==> src/rtl/apb_req_arbiter.sv <==
// apb_req_arbiter: two-requester APB master sequencer with round-robin arbitration.
// Grants the shared bus, runs IDLE->SETUP->ACCESS, drives GPIO/UART selects and
// returns done/err/rdata to whichever requester owned the finished transfer.
module apb_req_arbiter #(
  parameter int ADDR_W  = 5,
  parameter int DATA_W  = 32,
  parameter int TIMEOUT = 16
) (
  input  logic              PCLK,
  input  logic              PRESETn,
  input  logic              req0,
  input  logic [1:0]        sel0,
  input  logic              write0,
  input  logic [ADDR_W-1:0] addr0,
  input  logic [DATA_W-1:0] wdata0,
  output logic              done0,
  output logic              err0,
  output logic [DATA_W-1:0] rdata0,
  input  logic              req1,
  input  logic [1:0]        sel1,
  input  logic              write1,
  input  logic [ADDR_W-1:0] addr1,
  input  logic [DATA_W-1:0] wdata1,
  output logic              done1,
  output logic              err1,
  output logic [DATA_W-1:0] rdata1,
  output logic              PSEL1,
  output logic              PSEL2,
  output logic              PENABLE,
  output logic              PWRITE,
  output logic [ADDR_W-1:0] PADDR,
  output logic [DATA_W-1:0] PWDATA,
  input  logic              PREADY,
  input  logic [DATA_W-1:0] PRDATA,
  output logic [1:0]        state
);

  localparam int WAIT_W = $clog2(TIMEOUT + 1);

  typedef enum logic [1:0] {
    ST_IDLE   = 2'b00,
    ST_SETUP  = 2'b01,
    ST_ACCESS = 2'b10,
    ST_ERR    = 2'b11
  } state_t;

  state_t              state_q, state_d;
  logic                ptr_q, ptr_d;     // requester favoured on a tie
  logic                cur_q, cur_d;     // owner of the transfer in flight
  logic [WAIT_W-1:0]   wait_q, wait_d;

  logic                psel1_d, psel2_d, penable_d, pwrite_d;
  logic [ADDR_W-1:0]   paddr_d;
  logic [DATA_W-1:0]   pwdata_d;
  logic                done0_d, done1_d, err0_d, err1_d;
  logic [DATA_W-1:0]   rdata0_d, rdata1_d;

  // Arbitration signals
  logic                elig0, elig1, grant, win;
  logic [1:0]          win_sel;
  logic                win_write;
  logic [ADDR_W-1:0]   win_addr;
  logic [DATA_W-1:0]   win_wdata;

  assign state = state_q;

  // Round-robin pick; the requester that just finished sits out this edge.
  always_comb begin
    elig0     = req0 & ~((state_q != ST_IDLE) & ~cur_q);
    elig1     = req1 & ~((state_q != ST_IDLE) &  cur_q);
    grant     = elig0 | elig1;
    win       = (elig0 & elig1) ? ptr_q : elig1;
    win_sel   = win ? sel1   : sel0;
    win_write = win ? write1 : write0;
    win_addr  = win ? addr1  : addr0;
    win_wdata = win ? wdata1 : wdata0;
  end

  // Next-state and registered-output logic for the bus sequencer.
  always_comb begin
    logic finish, fin_err, fin_zero, arb;
    // NOTE: every variable gets a default up front so no path leaves one unassigned,
    // which would otherwise infer a latch.
    state_d   = state_q;
    ptr_d     = ptr_q;
    cur_d     = cur_q;
    wait_d    = wait_q;
    psel1_d   = PSEL1;
    psel2_d   = PSEL2;
    penable_d = PENABLE;
    pwrite_d  = PWRITE;
    paddr_d   = PADDR;
    pwdata_d  = PWDATA;
    done0_d   = 1'b0;
    done1_d   = 1'b0;
    err0_d    = err0;
    err1_d    = err1;
    rdata0_d  = rdata0;
    rdata1_d  = rdata1;
    finish    = 1'b0;
    fin_err   = 1'b0;
    fin_zero  = 1'b0;
    arb       = 1'b0;

    case (state_q)
      ST_IDLE: arb = 1'b1;
      ST_SETUP: begin
        state_d   = ST_ACCESS;
        penable_d = 1'b1;
        wait_d    = '0;
      end
      ST_ACCESS: begin
        if (PREADY) begin
          finish = 1'b1;
        end else if (wait_q == WAIT_W'(TIMEOUT - 1)) begin
          finish   = 1'b1;
          fin_err  = 1'b1;
          fin_zero = 1'b1;
        end else begin
          wait_d = wait_q + 1'b1;
        end
      end
      ST_ERR: begin
        finish  = 1'b1;
        fin_err = 1'b1;
      end
      default: state_d = ST_IDLE;
    endcase

    // Report the finished transfer to its owner; read data only on a good read.
    if (finish) begin
      arb = 1'b1;
      if (!cur_q) begin
        done0_d = 1'b1;
        err0_d  = fin_err;
        if (fin_zero)              rdata0_d = '0;
        else if (!fin_err && !PWRITE) rdata0_d = PRDATA;
      end else begin
        done1_d = 1'b1;
        err1_d  = fin_err;
        if (fin_zero)              rdata1_d = '0;
        else if (!fin_err && !PWRITE) rdata1_d = PRDATA;
      end
    end

    // Launch the next transfer, or park the bus in IDLE.
    if (arb) begin
      penable_d = 1'b0;
      if (grant) begin
        cur_d = win;
        if (elig0 & elig1) ptr_d = ~win;
        if (win_sel == 2'd1 || win_sel == 2'd2) begin
          state_d  = ST_SETUP;
          psel1_d  = (win_sel == 2'd1);
          psel2_d  = (win_sel == 2'd2);
          pwrite_d = win_write;
          paddr_d  = win_addr;
          pwdata_d = win_wdata;
        end else begin
          state_d = ST_ERR;
          psel1_d = 1'b0;
          psel2_d = 1'b0;
        end
      end else begin
        state_d = ST_IDLE;
        psel1_d = 1'b0;
        psel2_d = 1'b0;
      end
    end
  end

  // State and output registers; async reset aborts any transfer immediately.
  always_ff @(posedge PCLK or negedge PRESETn) begin
    if (!PRESETn) begin
      // NOTE: rdata registers are plain flops, not memory, so clearing them on reset is free
      // and gives the all-outputs-zero reset state.
      state_q <= ST_IDLE;
      ptr_q   <= 1'b0;
      cur_q   <= 1'b0;
      wait_q  <= '0;
      PSEL1   <= 1'b0;
      PSEL2   <= 1'b0;
      PENABLE <= 1'b0;
      PWRITE  <= 1'b0;
      PADDR   <= '0;
      PWDATA  <= '0;
      done0   <= 1'b0;
      done1   <= 1'b0;
      err0    <= 1'b0;
      err1    <= 1'b0;
      rdata0  <= '0;
      rdata1  <= '0;
    end else begin
      // NOTE: non-blocking assignments so every flop samples the pre-edge values.
      state_q <= state_d;
      ptr_q   <= ptr_d;
      cur_q   <= cur_d;
      wait_q  <= wait_d;
      PSEL1   <= psel1_d;
      PSEL2   <= psel2_d;
      PENABLE <= penable_d;
      PWRITE  <= pwrite_d;
      PADDR   <= paddr_d;
      PWDATA  <= pwdata_d;
      done0   <= done0_d;
      done1   <= done1_d;
      err0    <= err0_d;
      err1    <= err1_d;
      rdata0  <= rdata0_d;
      rdata1  <= rdata1_d;
    end
  end

endmodule

==> config.mk <==
export PLATFORM = sky130hd
export DESIGN_NAME = apb_req_arbiter
export DESIGN_NICKNAME = d
export VERILOG_FILES = /design/src/rtl/apb_req_arbiter.sv
export SDC_FILE = /design/constraint.sdc
export NUM_CORES = 1
export LEC_CHECK = 0
export CAP_MARGIN = 20
export CORE_MARGIN = 2
export CORE_UTILIZATION = 25
export CTS_CLUSTER_DIAMETER = 40
export CTS_CLUSTER_SIZE = 14
export DETAILED_ROUTE_END_ITERATION = 6
export GPL_TIMING_DRIVEN = 0
export PLACE_DENSITY = 0.61
export SYNTH_ARGS = -nofsm -noshare
export SYNTH_HDL_FRONTEND = slang
export SYNTH_SLANG_ARGS = --single-unit
==> constraint.sdc <==
create_clock -name PCLK -period 3.5 [get_ports PCLK]
set_input_delay 0.35 -clock PCLK [delete_from_list [all_inputs] [get_ports PCLK]]
set_output_delay 0.35 -clock PCLK [all_outputs]
set_load 0.005 [all_outputs]
Word-level counts from Yosys, hierarchy flattened. Cells that the tools add are included.

Memory bits (read-only): 0. Bits in writable memories: 0. Word-level logic and storage cells: 84. Memories: 0. Register bits after elaboration: 118. Latch bits: 0.

Mux-type cells: 32. Eq/ne operators: 8. $mul: 0. Divide/modulo/power cells: 0. Bitwise gates (word level): 10. Reduce and logical (&&, ||, !) cells: 17. Shift operators: 0. $lt $le $gt $ge: 0. Add/sub/neg operators: 1.

Operators with widths (count): $mux 32 (3); $mux 1 (18); $mux 5 (3); $reduce_and 3->1 (5); $mux 2 (5); $pmux 5 s2 (1); $reduce_bool 2->1 (4); $eq 2x2->1 const B (3); $reduce_and 2->1 (3); $add 5x1->5 const B (1); $and 1x1->1 (5); $eq 5x4->1 const B (1); $eq 2x1->1 const B (2); $ne 2x2->1 const B (2); $not 1->1 (4); $pmux 1 s2 (2); $logic_not 1->1 (2); $logic_not 2->1 (1); $logic_and 1x1->1 (1); $logic_or 1x1->1 (1); $or 1x1->1 (1).

Longest topological paths before layout.
Word-level depth: 12. Mapped depth: 10. Depth with buffers taken out: 7.

Worst setup path after synthesis. No wires, ideal clock.

Kind: reg2reg. Start point: reg state_q[1] (netlist: state[1]). End point: reg PWDATA[10]. Arrival: 2870 ps. Required time: 3375 ps. Stages on the path, launching flop included: 10. Setup slack: 505 ps. Clock period less this slack: 2995 ps. Library setup time: 125 ps. Cells stage by stage: dfrtp_1 or4b_1 nand3_1 buf_4 mux2_2 ha_1 nor4_2 buf_6 buf_6 mux2_4.

Longest elaborated chain between the ends: 10. Elaborated cells between the ends (all ways): 22.

Ends and longest elaborated chain: start, declared (line 47) `state_t state_q, state_d;`; start signal, assigned (line 195) `state_q <= state_d;`; $reduce_bool 2->1 (line 69, 70); $and 1x1->1, on equally long branches (line 69, 70); $not 1->1, on equally long branches (line 69, 70); $and 1x1->1, on equally long branches (line 69, 70); $and 1x1->1 (line 72) `win = (elig0 & elig1) ? ptr_q : elig1;`; $mux 1 (line 72); $mux 2 (line 73) `win_sel = win ? sel1 : sel0;`; $eq 2x1->1 or $eq 2x2->1 (tied branches) (line 152) `if (win_sel == 2'd1 || win_sel == 2'd2) begin`; $logic_or 1x1->1 (line 152); $reduce_and 3->1 (no line); end signal, assigned (line 204) `PWDATA <= pwdata_d;`; end, declared (line 32) `output logic [DATA_W-1:0] PWDATA,`.

Parallel ways exist; a longest one is shown, timed or not. A chain may end at the register's enable or synchronous reset.

Final worst setup path.
Start point: reg state_q[1] (netlist: state[1]). End point: reg PWDATA[25].

The elaborated chain is that of the path after synthesis.

==> results.yml <==
grt:
  use_met1: 0.1851
  grt_use_met2: 0.2402
  grtUsageTotal: 0.1473
  grt-ovfl-total: 0
  grt-busiest-layer: "met2"
  grt_antenna_before_repair: 0
  grt_pass1_wl_mm: 24.38
  use_met3: 0.04136
  grt_pass1_vias: 4237
  grt_max_degree: 65
clock_network:
  cts.clk_slew.worst_paths_ns: 0.06
  cts_tree: "done"
  h-tree-depth: 4
  clk_path_buf_depth: 2
  cts_buffers: 17
  cts_sinks: 118
  clock_latency_ns: 0.41
  cts_root_buffer: "clkbuf_16"
final_layout:
  fin_area_um2: 8442
  drive_gt1_frac: 0.1653
  nFillCells: 1947
  layout_commonest_cell: "clkdlybuf4s50_1"
  area_delta_synth_final_pct: 63.76
  diodes: 0
  final_cell_mix: "clkdlybuf4s50_1 (226), dfrtp_1 (118), nand2_1 (103)"
  final_util: 0.4172
  nets: 816
pwr:
  leakage_nw: 3.670
  p_per_area_nw_per_um2: 856.7
  vdd_drop_max_uv: 311.2
  p_total_mw: 7.232
detailed_routing:
  drt-initial-drc-count: 144
  antenna_left: 0
  dr.pass1.iters: 5
  wire_per_inst_um: 16.15
  dr_total_vias: 4188
  wl_mm: 15.79
  viasPerCell: 4.282
  drc: 0
floorplanning:
  num_rows: 52
  initial_utilization: 0.2548
  die-width_um: 147.6
  dieArea_um2: 21780
  fp.dieH_um: 147.6
  ioPinCount: 228
  core_um2: 20230
setup_path:
  crit_fanout: 10
  end_kind: "flop"
  path_class: "flop to flop"
  ff2ff_path_depth: 9
  max_stage_delay_ns: 0.57
  cpMaxStageDelayCell: "or4b_1"
  crit_top_cell: "buf_6"
  cp_cell_sequence: "or4b_1 -> nand3_2 -> buf_4 -> mux2_2 -> ha_1 -> nor4_2 -> buf_6 -> buf_6 -> mux2_4"
  reg2reg_slack_ns: 0.19
  startpoint_type: "flop"
  r2r_end: "PWDATA[25]"
  worstPathRequired_ns: 3.79
  critPathArrivalTime_ns: 3.60
  r2r-start: "state[1]"
outcome:
  status: "completed"
timing:
  worst_slack_ns: 0.1904
  finClkSkew_ns: 0.007923
  finalHoldViolCount: 0
  max_freq_mhz: 302.2
  setup_viol: 0
  min_period_ns: 3.310
  worstMarginPinSlew_ns: 0.6425
  rsz0062_at_grt: "no"
  relSlewSlack: 0.5704
  final_max_slew_viol_count: 0
  setup_tns_ns: 0
  post-route-period-util: 0.9456
placed_design:
  place_worst_setup_slack_ns: -0.2659
  place_hpwl_mm: 11.57
  port_buffers: 227
  gp_congestion: 0.7606
  placement.cell_area_um2: 7794
synthesis:
  synthFlopType: "dfrtp_1"
  synth.cell_area_um2: 5155
  ys_ff_latch: 118
  yosysSeqAreaShare: 0.5728
  postSynthCellCount: 447
  synth_edf_count: 0
  syn_area_per_cell_um2: 11.53
  synthDistinctLibCells: 36
  synth_nets: 568
  yosys_warnings: 0
  async_flop_share: 1.000
hold_path:
  hp-class: "primary input to asynchronous set/reset pin"
job:
  maxCapViolCount: 0
-- Yosys cell counts (3+ instances only) --
| cell | number | area [µm²] |
|---|---|---|
| dfrtp_1 | 118 | 2953 |
| nand2_1 | 103 | 386.6 |
| o21ai_0 | 70 | 350.3 |
| mux2_2 | 49 | 551.8 |
| mux2_4 | 20 | 300.3 |
| clkbuf_1 | 15 | 56.30 |
| mux2_1 | 10 | 112.6 |
| inv_1 | 7 | 26.28 |
| buf_2 | 4 | 20.02 |
| ha_1 | 4 | 50.05 |
| a21oi_1 | 3 | 15.01 |
| buf_4 | 3 | 22.52 |
| buf_6 | 3 | 33.78 |
| nand3_1 | 3 | 15.01 |
| nor2_1 | 3 | 11.26 |
| nor2b_1 | 3 | 18.77 |
-- cell families after synthesis --
family	Yosys count	share of synthesized area
XOR/XNOR	2	0.003399
AO/OA/AOI/OAI	82	0.08495
multiplexers	81	0.1910
adder cells (fa/ha/maj)	4	0.009709
AND/OR/NAND/NOR	128	0.1073
buffers and inverters	32	0.03082
flip-flops	118	0.5728
-- worst max-delay path: cells and delay by family (launching register included) --
| kind | cells | cell delay [ns] |
|---|---|---|
| fa+ha+maj | 1 | 0.32 |
| buf+inv | 3 | 0.65 |
| flops | 1 | 0.45 |
| mux | 2 | 0.68 |
| simple gates | 3 | 1.07 |
-- flip-flops by register name (all words and copies together), names as in the netlist, 2 cells and up --
register,count
PWDATA,32
rdata0,32
rdata1,32
PADDR,5
wait_q,5
state,2
-- cell type report --
class                           instances  area (µm²)  share of cell area
Buffer                                 25       132.6             0.01571
Sequential cell                       118        2953              0.3498
Multi-Input combinational cell        297        2048              0.2426
Inverter                                7       26.28            0.003112
Clock inverter                         12       176.4             0.02090
Clock buffer                           20       456.7             0.05410
Tap cell                              270       337.8             0.04002
Timing Repair Buffer                  229        2311              0.2738
-- worst max-delay path by stage --
stage	slack, ns	end	start
final	0.19	PWDATA[25]	state[1]
after global routing	0.05	PWDATA[25]	state[1]
after CTS	0.07	PWDATA[21]	state[1]
after detailed placement	-0.27	PWDATA[10]	req0
after global placement	-2.96	rdata1[7]	PRESETn
after floorplan	0.51	PWDATA[10]	state[1]
-- metal layers --
metal | part of all wire | vias to the layer above
li1 | - | 2032
met5 | 0 | -
met4 | 0.019 | 0
met2 | 0.49 | 123
met3 | 0.051 | 19
met1 | 0.44 | 2014
-- per-stage QoR --
| stage | cells | hold WS (ns) |
|---|---|---|
| after floorplan | 447 | 0.05441 |
| after global placement | 944 | 0.4555 |
| after detailed placement | 945 | 0.3579 |
| after CTS | 978 | 0.4622 |
| after global routing | 978 | 0.4782 |
| final | 978 | 0.4597 |
-- where the power goes --
group / switching [mW] / internal (mW)
clock network: 0.643 / 1.23
logic: 1.12 / 1.89
registers: 0.356 / 2.00
-- repair_timing --
| action | CTS | global route |
|---|---|---|
| buffers inserted | 0 | 0 |
| hold endpoints to repair | 54 | 0 |
| hold buffers | 1 | 0 |
| endpoints found under the setup margin | 0 | 20 |
| resized for setup | 0 | 1 |
No activity file was read; power rests on OpenSTA's default activity.
